$ cat src/rtl/framebuffer_sram_reader_pkg.sv
// Shared video definitions for the framebuffer SRAM reader.
`ifndef RGB_SIZE
`define RGB_SIZE 16
`endif

package framebuffer_sram_reader_pkg;

  localparam int unsigned RGB_W         = `RGB_SIZE;
  localparam int unsigned H_DISPLAY_DEF = 320;
  localparam int unsigned V_DISPLAY_DEF = 240;

  typedef enum logic [1:0] {
    IDLE  = 2'd0,
    FETCH = 2'd1,
    DRAIN = 2'd2
  } fb_rd_state_t;

  // Bits needed to hold values 0..n-1 (at least one bit).
  function automatic int unsigned cnt_w(input int unsigned n);
    return (n > 1) ? $clog2(n) : 1;
  endfunction

endpackage

$ cat src/rtl/framebuffer_sram_reader_if.sv
// Avalon-MM read bus plus the outgoing pixel stream.
interface framebuffer_sram_reader_if
  import framebuffer_sram_reader_pkg::*;
#(
  parameter int unsigned AVN_AW = 18,
  parameter int unsigned AVN_DW = 16
);

  logic                  avn_read;
  logic [AVN_AW-1:0]     avn_address;
  logic [AVN_DW/8-1:0]   avn_byteenable;
  logic [AVN_DW-1:0]     avn_readdata;
  logic                  avn_readdatavalid;
  logic                  avn_waitrequest;
  logic [RGB_W-1:0]      pix_rgb;
  logic                  pix_vld;
  logic                  pix_rdy;
  logic                  pix_sof;
  logic                  pix_eol;

  modport master (
    output avn_read, avn_address, avn_byteenable,
    input  avn_readdata, avn_readdatavalid, avn_waitrequest,
    output pix_rgb, pix_vld, pix_sof, pix_eol,
    input  pix_rdy
  );

  modport slave (
    input  avn_read, avn_address, avn_byteenable,
    output avn_readdata, avn_readdatavalid, avn_waitrequest,
    input  pix_rgb, pix_vld, pix_sof, pix_eol,
    output pix_rdy
  );

endinterface

$ cat src/rtl/framebuffer_sram_reader_sync_fifo.sv
// Single-clock show-ahead FIFO; head word is visible whenever not empty.
module framebuffer_sram_reader_sync_fifo #(
  parameter int unsigned DW    = 16,
  parameter int unsigned DEPTH = 16
) (
  input  logic                         clk,
  input  logic                         rst_n,
  input  logic                         wr_en,
  input  logic [DW-1:0]                wr_data,
  input  logic                         rd_en,
  output logic [DW-1:0]                rd_data,
  output logic                         full,
  output logic                         empty,
  output logic [$clog2(DEPTH+1)-1:0]   count
);

  localparam int unsigned PW = $clog2(DEPTH);
  localparam int unsigned CW = $clog2(DEPTH+1);

  logic [DW-1:0] mem [DEPTH];
  logic [PW-1:0] wr_ptr;
  logic [PW-1:0] rd_ptr;
  logic [CW-1:0] cnt;

  // Storage array, written at the tail.
  always_ff @(posedge clk) begin
    if (wr_en) mem[wr_ptr] <= wr_data;
  end

  // Pointers wrap naturally since DEPTH is a power of two.
  always_ff @(posedge clk or negedge rst_n) begin
    if (!rst_n) begin
      wr_ptr <= '0;
      rd_ptr <= '0;
      cnt    <= '0;
    end else begin
      if (wr_en) wr_ptr <= wr_ptr + PW'(1);
      if (rd_en) rd_ptr <= rd_ptr + PW'(1);
      unique case ({wr_en, rd_en})
        2'b10:   cnt <= cnt + CW'(1);
        2'b01:   cnt <= cnt - CW'(1);
        default: cnt <= cnt;
      endcase
    end
  end

  assign rd_data = mem[rd_ptr];
  assign empty   = (cnt == '0);
  assign full    = (cnt == CW'(DEPTH));
  assign count   = cnt;

endmodule

$ cat src/rtl/framebuffer_sram_reader.sv
// Fetches whole frames from SRAM in raster order and streams them as pixels.
module framebuffer_sram_reader
  import framebuffer_sram_reader_pkg::*;
#(
  parameter int unsigned AVN_AW    = 18,
  parameter int unsigned AVN_DW    = 16,
  parameter int unsigned H_DISPLAY = H_DISPLAY_DEF,
  parameter int unsigned V_DISPLAY = V_DISPLAY_DEF,
  parameter int unsigned BASE_ADDR = 0,
  parameter int unsigned BUF_SIZE  = 16
) (
  input  logic                       sys_clk,
  input  logic                       sys_rst_n,
  input  logic                       enable,
  output logic                       busy,
  framebuffer_sram_reader_if.master  bus
);

  localparam int unsigned NPIX = H_DISPLAY * V_DISPLAY;
  localparam int unsigned IW   = cnt_w(NPIX);
  localparam int unsigned CW   = cnt_w(BUF_SIZE + 1);
  localparam int unsigned HW   = cnt_w(H_DISPLAY);
  localparam int unsigned VW   = cnt_w(V_DISPLAY);

  if (64'(BASE_ADDR) + 64'(NPIX) > (64'(1) << AVN_AW)) begin : g_range_err
    $error("framebuffer does not fit in the Avalon address space");
  end
  if (BUF_SIZE < 4 || (BUF_SIZE & (BUF_SIZE - 1)) != 0) begin : g_buf_err
    $error("BUF_SIZE must be a power of two and at least 4");
  end

  fb_rd_state_t      state_q, state_d;
  logic              read_q, read_d;
  logic [AVN_AW-1:0] addr_q, addr_d;
  logic [IW-1:0]     idx_q, idx_d;
  logic [CW-1:0]     credit_q, credit_d;
  logic [HW-1:0]     hc_q, hc_d;
  logic [VW-1:0]     vc_q, vc_d;

  logic          fifo_full;
  logic          fifo_empty;
  logic [CW-1:0] fifo_count;
  logic          vld, accept, pop, last_pop;

  assign vld      = !fifo_empty;
  assign accept   = read_q && !bus.avn_waitrequest;
  assign pop      = vld && bus.pix_rdy;
  assign last_pop = pop && (hc_q == HW'(H_DISPLAY - 1)) && (vc_q == VW'(V_DISPLAY - 1));

  framebuffer_sram_reader_sync_fifo #(
    .DW    (RGB_W),
    .DEPTH (BUF_SIZE)
  ) u_fifo (
    .clk     (sys_clk),
    .rst_n   (sys_rst_n),
    .wr_en   (bus.avn_readdatavalid),
    .wr_data (bus.avn_readdata[RGB_W-1:0]),
    .rd_en   (pop),
    .rd_data (bus.pix_rgb),
    .full    (fifo_full),
    .empty   (fifo_empty),
    .count   (fifo_count)
  );

  // Next state, request issue, credit and raster counter updates.
  always_comb begin
    state_d  = state_q;
    read_d   = read_q;
    addr_d   = addr_q;
    idx_d    = idx_q;
    credit_d = credit_q;
    hc_d     = hc_q;
    vc_d     = vc_q;

    unique case ({accept, pop})
      2'b10:   credit_d = credit_q + CW'(1);
      2'b01:   credit_d = credit_q - CW'(1);
      default: credit_d = credit_q;
    endcase

    if (pop) begin
      if (hc_q == HW'(H_DISPLAY - 1)) begin
        hc_d = '0;
        vc_d = (vc_q == VW'(V_DISPLAY - 1)) ? '0 : vc_q + VW'(1);
      end else begin
        hc_d = hc_q + HW'(1);
      end
    end

    if (accept) begin
      if (idx_q == IW'(NPIX - 1)) begin
        idx_d = '0;
        addr_d = AVN_AW'(BASE_ADDR);
      end else begin
        idx_d  = idx_q + IW'(1);
        addr_d = AVN_AW'(BASE_ADDR) + AVN_AW'(idx_q) + AVN_AW'(1);
      end
    end

    unique case (state_q)
      IDLE: begin
        if (enable) begin
          state_d = FETCH;
          idx_d   = '0;
          addr_d  = AVN_AW'(BASE_ADDR);
          hc_d    = '0;
          vc_d    = '0;
        end
      end
      FETCH: begin
        if (accept && idx_q == IW'(NPIX - 1)) state_d = DRAIN;
      end
      DRAIN: begin
        if (last_pop) begin
          state_d = enable ? FETCH : IDLE;
          idx_d   = '0;
          addr_d  = AVN_AW'(BASE_ADDR);
        end
      end
      default: state_d = IDLE;
    endcase

    // A stalled request must be held unchanged until accepted.
    if (read_q && bus.avn_waitrequest) read_d = 1'b1;
    else read_d = (state_d == FETCH) && (credit_d < CW'(BUF_SIZE));
  end

  // State and datapath registers.
  always_ff @(posedge sys_clk or negedge sys_rst_n) begin
    if (!sys_rst_n) begin
      state_q  <= IDLE;
      read_q   <= 1'b0;
      addr_q   <= AVN_AW'(BASE_ADDR);
      idx_q    <= '0;
      credit_q <= '0;
      hc_q     <= '0;
      vc_q     <= '0;
    end else begin
      state_q  <= state_d;
      read_q   <= read_d;
      addr_q   <= addr_d;
      idx_q    <= idx_d;
      credit_q <= credit_d;
      hc_q     <= hc_d;
      vc_q     <= vc_d;
    end
  end

  assign bus.avn_read       = read_q;
  assign bus.avn_address    = addr_q;
  assign bus.avn_byteenable = '1;
  assign bus.pix_vld        = vld;
  assign bus.pix_sof        = vld && (hc_q == '0) && (vc_q == '0);
  assign bus.pix_eol        = vld && (hc_q == HW'(H_DISPLAY - 1));
  assign busy               = (state_q != IDLE);

  // Credit accounting must keep the FIFO from overflowing.
  a_no_overflow: assert property (@(posedge sys_clk) disable iff (!sys_rst_n)
    !(bus.avn_readdatavalid && fifo_full));
  a_credit_covers_fifo: assert property (@(posedge sys_clk) disable iff (!sys_rst_n)
    credit_q >= fifo_count);

endmodule

$ cat src/flat_wrapper.sv
// flat-port wrapper written by rule: the top's interface ports become plain ports
module framebuffer_sram_reader_flat import framebuffer_sram_reader_pkg::*;
#(
  parameter int unsigned AVN_AW    = 18,
  parameter int unsigned AVN_DW    = 16,
  parameter int unsigned H_DISPLAY = H_DISPLAY_DEF,
  parameter int unsigned V_DISPLAY = V_DISPLAY_DEF,
  parameter int unsigned BASE_ADDR = 0,
  parameter int unsigned BUF_SIZE  = 16
)
  (sys_clk, sys_rst_n, enable, busy, bus_avn_read, bus_avn_address, bus_avn_byteenable, bus_avn_readdata, bus_avn_readdatavalid, bus_avn_waitrequest, bus_pix_rgb, bus_pix_vld, bus_pix_sof, bus_pix_eol, bus_pix_rdy);
  framebuffer_sram_reader_if #(.AVN_AW(AVN_AW), .AVN_DW(AVN_DW)) bus_i ();
  input  logic sys_clk;
  input  logic sys_rst_n;
  input  logic enable;
  output logic busy;
  output wire logic [$bits(bus_i.avn_read)-1:0] bus_avn_read;
  output wire logic [$bits(bus_i.avn_address)-1:0] bus_avn_address;
  output wire logic [$bits(bus_i.avn_byteenable)-1:0] bus_avn_byteenable;
  input wire logic [$bits(bus_i.avn_readdata)-1:0] bus_avn_readdata;
  input wire logic [$bits(bus_i.avn_readdatavalid)-1:0] bus_avn_readdatavalid;
  input wire logic [$bits(bus_i.avn_waitrequest)-1:0] bus_avn_waitrequest;
  output wire logic [$bits(bus_i.pix_rgb)-1:0] bus_pix_rgb;
  output wire logic [$bits(bus_i.pix_vld)-1:0] bus_pix_vld;
  output wire logic [$bits(bus_i.pix_sof)-1:0] bus_pix_sof;
  output wire logic [$bits(bus_i.pix_eol)-1:0] bus_pix_eol;
  input wire logic [$bits(bus_i.pix_rdy)-1:0] bus_pix_rdy;
  assign bus_avn_read = bus_i.avn_read;
  assign bus_avn_address = bus_i.avn_address;
  assign bus_avn_byteenable = bus_i.avn_byteenable;
  assign bus_i.avn_readdata = bus_avn_readdata;
  assign bus_i.avn_readdatavalid = bus_avn_readdatavalid;
  assign bus_i.avn_waitrequest = bus_avn_waitrequest;
  assign bus_pix_rgb = bus_i.pix_rgb;
  assign bus_pix_vld = bus_i.pix_vld;
  assign bus_pix_sof = bus_i.pix_sof;
  assign bus_pix_eol = bus_i.pix_eol;
  assign bus_i.pix_rdy = bus_pix_rdy;
  framebuffer_sram_reader #(.AVN_AW(AVN_AW), .AVN_DW(AVN_DW), .H_DISPLAY(H_DISPLAY), .V_DISPLAY(V_DISPLAY), .BASE_ADDR(BASE_ADDR), .BUF_SIZE(BUF_SIZE)) u_core (.sys_clk(sys_clk), .sys_rst_n(sys_rst_n), .enable(enable), .busy(busy), .bus(bus_i));
endmodule
$ cat config.mk
export PLATFORM = sky130hd
export DESIGN_NAME = framebuffer_sram_reader_flat
export DESIGN_NICKNAME = d
export VERILOG_FILES = /design/src/rtl/framebuffer_sram_reader_pkg.sv /design/src/rtl/framebuffer_sram_reader_if.sv /design/src/rtl/framebuffer_sram_reader_sync_fifo.sv /design/src/rtl/framebuffer_sram_reader.sv /design/src/flat_wrapper.sv
export SDC_FILE = /design/constraint.sdc
export NUM_CORES = 1
export LEC_CHECK = 0
export BUFFER_PORTS_ARGS = -buffer_cell sky130_fd_sc_hd__buf_2
export CAP_MARGIN = 20
export CORE_MARGIN = 2
export CORE_UTILIZATION = 55
export CTS_CLUSTER_DIAMETER = 40
export DETAILED_ROUTE_END_ITERATION = 7
export PLACE_DENSITY_LB_ADDON = 0.25
export SYNTH_ARGS = -nofsm -noshare
export SYNTH_HDL_FRONTEND = slang
export SYNTH_SLANG_ARGS = --single-unit
export TNS_END_PERCENT = 1
$ cat constraint.sdc
create_clock -name sys_clk -period 2.7 [get_ports sys_clk]
set_input_delay 0.135 -clock sys_clk [delete_from_list [all_inputs] [get_ports sys_clk]]
set_output_delay 0.135 -clock sys_clk [all_outputs]
set_load 0.005 [all_outputs]
# Yosys cells after proc, flatten, opt, wreduce, memory -nomap -nowiden
# Memories as Yosys holds them, arrays and structs flattened.
# Cells that the tools add are included.
# W data, S select, Z words.
# totals
in_bits	22
elab_cells	79
out_inout_bits	41
mem_count	1
ramBits	256
ff_bits	73
# memory_table
memory	words	word_bits	read_ports	rd_ports_with_merged_regs	wr	line	rtl
u_core.u_fifo.mem	16	16	1	0	1	framebuffer_sram_reader_sync_fifo.sv:20	logic [DW-1:0] mem [DEPTH];
# classes
n_eq_ne	10
n_addsub	10
n_lt_le_gt_ge	1
n_reduce_logical	18
muxes	29
# ops
cell	count
$mux W18	4
$mux W17	4
$mux W8	5
$mux W9	4
$pmux W18 S2	1
$pmux W17 S2	1
$pmux W5 S2	2
$add A17 B1 Y18 const B	1
$add A17 B1 Y17 const B	1
$eq A17 B17 Y1 const B	1
$add A5 B1 Y5 const B	2
$logic_and A1 B1 Y1	10
$sub A5 B1 Y5 const B	2
$add A9 B1 Y9 const B	1
$eq A9 B9 Y1 const B	1
$logic_not A9 Y1	1
$add A4 B1 Y4 const B	2
$add A8 B1 Y8 const B	1
$eq A2 B1 Y1 const B	4
$eq A8 B8 Y1 const B	1
$logic_not A8 Y1	1
$eq A2 B2 Y1 const B	3
$mux W2	3
$pmux W2 S3	1
other kinds (6)	11

# Longest topological paths before layout
# depth
ltp_word	10
mapped_depth	13
mapped_depth_nobuf	11

# Cells and area by module
# From an unflattened synthesis, not the netlist that was laid out.
# hier_totals
hier_cells	838
hier_area_um2	13694.4
# by_module_without_submodules
mod	cells_per_inst	area_each_um2	instances	seq_area_each_um2
framebuffer_sram_reader_sync_fifo	490	10442.5	1	8012.7
framebuffer_sram_reader	348	3251.9	1	1501.4

# Least setup slack after synthesis
# Ideal clock, no wire load.
# synth_path
kind	reg2reg
startpoint	register u_core.u_fifo.cnt[0], in the netlist u_core.u_fifo.count[0]
endpoint	register u_core.read_q, in the netlist u_core.bus.avn_read
path_buffers	2
required_ns	2.579
path_stages_with_launch	14
period_less_slack_ns	2.661
setup_time_ns	0.121
slack_ns	0.039
arrival_ns	2.540
path_cell_list	dfrtp_1 nor4_1 a21bo_2 inv_1 buf_2 ha_1 clkbuf_1 xor2_1 ha_1 o211ai_1 a21o_1 a21oi_1 xnor2_1 a22o_1
# synth_between
elab_chain_len	10
word_cells_on_any_way	14
cone_classes	order compare (1); eq/ne (3); mux (4); reduce/logical (6)
# synth_rtl
item	line	rtl
from (decl)	framebuffer_sram_reader_sync_fifo.sv:23	logic [CW-1:0] cnt;
from (signal assigned)	framebuffer_sram_reader_sync_fifo.sv:40	2'b10: cnt <= cnt + CW'(1);
from (signal assigned)	framebuffer_sram_reader_sync_fifo.sv:41	2'b01: cnt <= cnt - CW'(1);
from (signal assigned)	framebuffer_sram_reader_sync_fifo.sv:42	default: cnt <= cnt;
$logic_not A5 Y1 *	framebuffer_sram_reader_sync_fifo.sv:48	assign empty = (cnt == '0);
$logic_not A1 Y1 *	framebuffer_sram_reader.sv:45	assign vld = !fifo_empty;
$logic_and A1 B1 Y1 *	framebuffer_sram_reader.sv:47	assign pop = vld && bus.pix_rdy;
branches (longest 5 deep; another with $lt A5 B5 Y1)	n/a	
$logic_and A1 B1 Y1 *	framebuffer_sram_reader.sv:125	else read_d = (state_d == FETCH) && (credit_d < CW'(BUF_SIZE));
$mux W1 *	framebuffer_sram_reader.sv:124	if (read_q && bus.avn_waitrequest) read_d = 1'b1;
named net u_core.read_d	framebuffer_sram_reader.sv:33	logic read_q, read_d;
to (signal assigned)	framebuffer_sram_reader.sv:140	read_q <= read_d;
to (decl)	framebuffer_sram_reader.sv:33	
# Mark *: on every way through the listed nets, which the timed path passes.
# A chain may end at the register's enable or synchronous reset.

# Worst setup path after layout
# layout_path
startpoint	register u_core.u_fifo.rd_ptr[0]
endpoint	output bus_pix_rgb[11]
# layout_between
elab_chain_len	1
# layout_rtl
item	line	rtl
from (decl)	framebuffer_sram_reader_sync_fifo.sv:22	logic [PW-1:0] rd_ptr;
from (signal assigned)	framebuffer_sram_reader_sync_fifo.sv:38	if (rd_en) rd_ptr <= rd_ptr + PW'(1);
$mem_v2 Z16 W16	n/a	
to (decl)	flat_wrapper.sv:23	output wire logic [$bits(bus_i.pix_rgb)-1:0] bus_pix_rgb;
# Every way passes these cells.

==> qor.yml <==
sta:
  tightest_slew_ps: 829
  setup_viol: 0
  min_period_ps: 2610
  fmax_ghz: 0.383
  whs_ps: 16.9
  report.final.slew_viol_count: 0
  hold_violations: 0
  slew_headroom_pct: 44.5
  fin_crit_sh_pct: 96.6
  skew_ps: 12.2
synth:
  synth_edf_count: 256
  ys_types: 64
  synth_ff_type: "edfxtp_1"
  yosys_warnings: 0
  syn_area_per_cell_um2: 17.4
  synth-seq-cells: 329
  mappedNetlistArea_mm2: 0.0138
  yosys.area.top_type: "edfxtp_1"
  async_reset_ff_share_pct: 22.2
  synth_top_cell_area_share_pct: 55.8
  synthCells: 790
  post_synth_main_area_contributors: "edfxtp_1, dfrtp_1, mux4_2, xor2_1, nor2_1"
  yosysSeqAreaShare_pct: 69.0
routing:
  ant_nets: 0
  drc: 0
  viasPerCell: 5.92
  via_count: 7514
  post_drt_wl_per_cell_um: 23.4
  drt_pre_antenna_iters: 5
  totalWireLength_um: 29700
  first_iter_violations: 592
floorplanning:
  io_pins: 63
  die_h_um: 162
  fp.coreArea_mm2: 0.0245
  dieArea_mm2: 0.0263
  start_util_pct: 56.3
  row_count: 57
  dieWidth_um: 162
final_layout:
  layout_common_cells: "edfxtp_1, mux4_2, dfrtp_1, nor2_1, buf_2"
  final_common_cell: "edfxtp_1"
  diodes: 0
  nNetsFinal: 956
  layout-drive-gt1-share_pct: 29.7
  fin_area_mm2: 0.0163
  area_growth_pct: 17.9
  finish.utilization_pct: 66.4
global_routing:
  met3_usage_pct: 3.60
  grt_pass1_vias: 8022
  grt_start_max_net_pins: 37
  grt_use_met2_pct: 40.8
  grt.overflow.total: 0
  grt_usage_pct: 23.3
  gr-usage-met1_pct: 30.2
  antenna_found_initial: 1
  grt_pass1_wl_um: 46000
  top_usage_layer: "met2"
worst_setup_path:
  worst-setup-path-type: "reg2out"
  cp_data_required_time_ps: 2570
  crit_path_start_kind: "register"
  ff2ff_setup_slack_ps: 130
  reg2reg_from: "u_core.u_fifo.count[2]$_DFFE_PN0P_"
  reg2reg_to: "u_core.bus.avn_read$_DFF_PN0_"
  endpoint_kind: "output port"
  crit_fanout: 17
  reg2reg_depth: 11
  cp.arrival_ps: 2470
power:
  leakagePower_uw: 0.00585
  irDropWorstVdd_mv: 0.568
  powerDensity_mw_per_mm2: 1030
clock_tree:
  h-tree-depth: 2
  clk_pin_slew_ps: 60
  cts_made_buffers: 38
  clock_latency_ps: 520
  clock_sinks: 329
  cts_buffer_depth: 3
  cts_root_buf: "clkbuf_16"
  cts_tree: "yes"
outcome:
  outcome: "finished, final reports clean"
place:
  gp_congestion: 0.838
  hpwl_um: 17800
  io_buffers: 60
  place_area_mm2: 0.0147
hold_path:
  min_path_type: "in2reg"
  min_to: "u_core.state_q[0]$_DFF_PN0_"
  whs_path_depth: 4
  hp-start: "enable"
run:
  cap_violations: 0
kinds of logic after synthesis:
family                     count (synthesis)  synth area share, %
xor gates and xnor gates                  59                 3.75
and+or+nand+nor                          191                 7.06
other                                      1               0.0272
adders and majority gates                 19                 1.78
AOI/OAI and AO/OA                         52                 2.83
DFF                                      329                 69.0
buffers and inverters                     57                 2.30
muxes                                     82                 13.2
how the worst max path moves through the flow:
stage                                        startpoint  slack (ps)  cells after the start                                 end
finish              u_core.u_fifo.rd_ptr[0]$_DFFE_PN0N_          90                      4                     bus_pix_rgb[11]
global route         u_core.u_fifo.count[2]$_DFFE_PN0P_          -5                     11  u_core.u_fifo.count[4]$_DFFE_PN0P_
CTS                  u_core.u_fifo.count[0]$_DFFE_PN0P_           9                     11       u_core.bus.avn_read$_DFF_PN0_
detailed placement   u_core.u_fifo.count[0]$_DFFE_PN0P_         -50                     11       u_core.bus.avn_read$_DFF_PN0_
global placement     u_core.u_fifo.count[0]$_DFFE_PN0P_         150                     10       u_core.bus.avn_read$_DFF_PN0_
floorplan            u_core.u_fifo.count[0]$_DFFE_PN0P_          40                     13       u_core.bus.avn_read$_DFF_PN0_
power by group:
part           switching (uW)  internal (uW)  total [uW]  leakage [uW]
clock                    2050           3370        5420      0.000665
sequential                485           6220        6710       0.00323
combinational            2270           2420        4680       0.00195
worst max-delay path: stages, from the launching register on:
cell and delay, ps:
dfrtp_4 550, buf_12 220, mux4_2 530, mux4_2 500, buf_2 150
per-stage QoR:
stage | total power, uW | worst slack, ps | instances | setup TNS (ps)
detailed placement | 11400 | -48.1 | 1178 | -88.8
floorplan | 9770 | 38.7 | 791 | 0
CTS | 17000 | 8.91 | 1269 | 0
global placement | 11100 | 149 | 1178 | 0
finish | 16800 | 91.0 | 1269 | 0
global route | 17600 | -5.44 | 1269 | -5.44
area by class of cell:
type,instances,area [um2]
Sequential cell,329,9520
Multi-Input combinational cell,405,3990
Clock buffer,44,1040
Fill cell,1624,8210
Tap cell,324,405
Timing Repair Buffer,122,903
Inverter,19,71.3
Clock inverter,26,319
repair_timing:
action / CTS / global route
pin swaps: 0 / 1
hold endpoints to repair: 288 / 0
resized for setup: 3 / 4
setup buffers: 2 / 0
hold buffers: 19 / 0
cloned: 0 / 0
endpoints found under the setup margin: 16 / 3
per-layer routing:
metal  wire [um]  vias up  share of wire (%)
li1            -     3303                  -
met1       11600     3855                 39
met2       15600      291                 52
met3        1680       63                5.7
met4         857        2                2.9
met5          13        -              0.044
state kept, by name, summed over array words and instances, names as in the netlist, 5 cells and up:
register and cells:
u_core.hc_q 9, u_core.vc_q 8, u_core.u_fifo.count 5, u_core.u_fifo.mem 256
u_core.credit_q 5, u_core.bus.avn_address 18, u_core.idx_q 17
cells in the mapped netlist, types with 2 or more instances:
cell	number
edfxtp_1	256
mux4_2	80
dfrtp_1	73
nor2_1	66
nand2_1	37
xor2_1	31
xnor2_1	28
inv_1	19
ha_1	18
and2_1	15
nand3_1	15
clkbuf_1	12
a21oi_1	11
buf_2	10
nand4_1	10
a211oi_1	9
nor3_1	9
o21ai_0	9
buf_4	7
nor4_1	7
and3_1	6
a211oi_2	5
nor3b_1	4
a21o_1	2
a22o_1	2
and4_1	2
clkbuf_2	2
clkbuf_8	2
nand2b_1	2
nand3b_1	2
nand4b_1	2
nor2_2	2
nor2b_1	2
or2_2	2
or2b_2	2
Power figures use the tool's default switching activity.
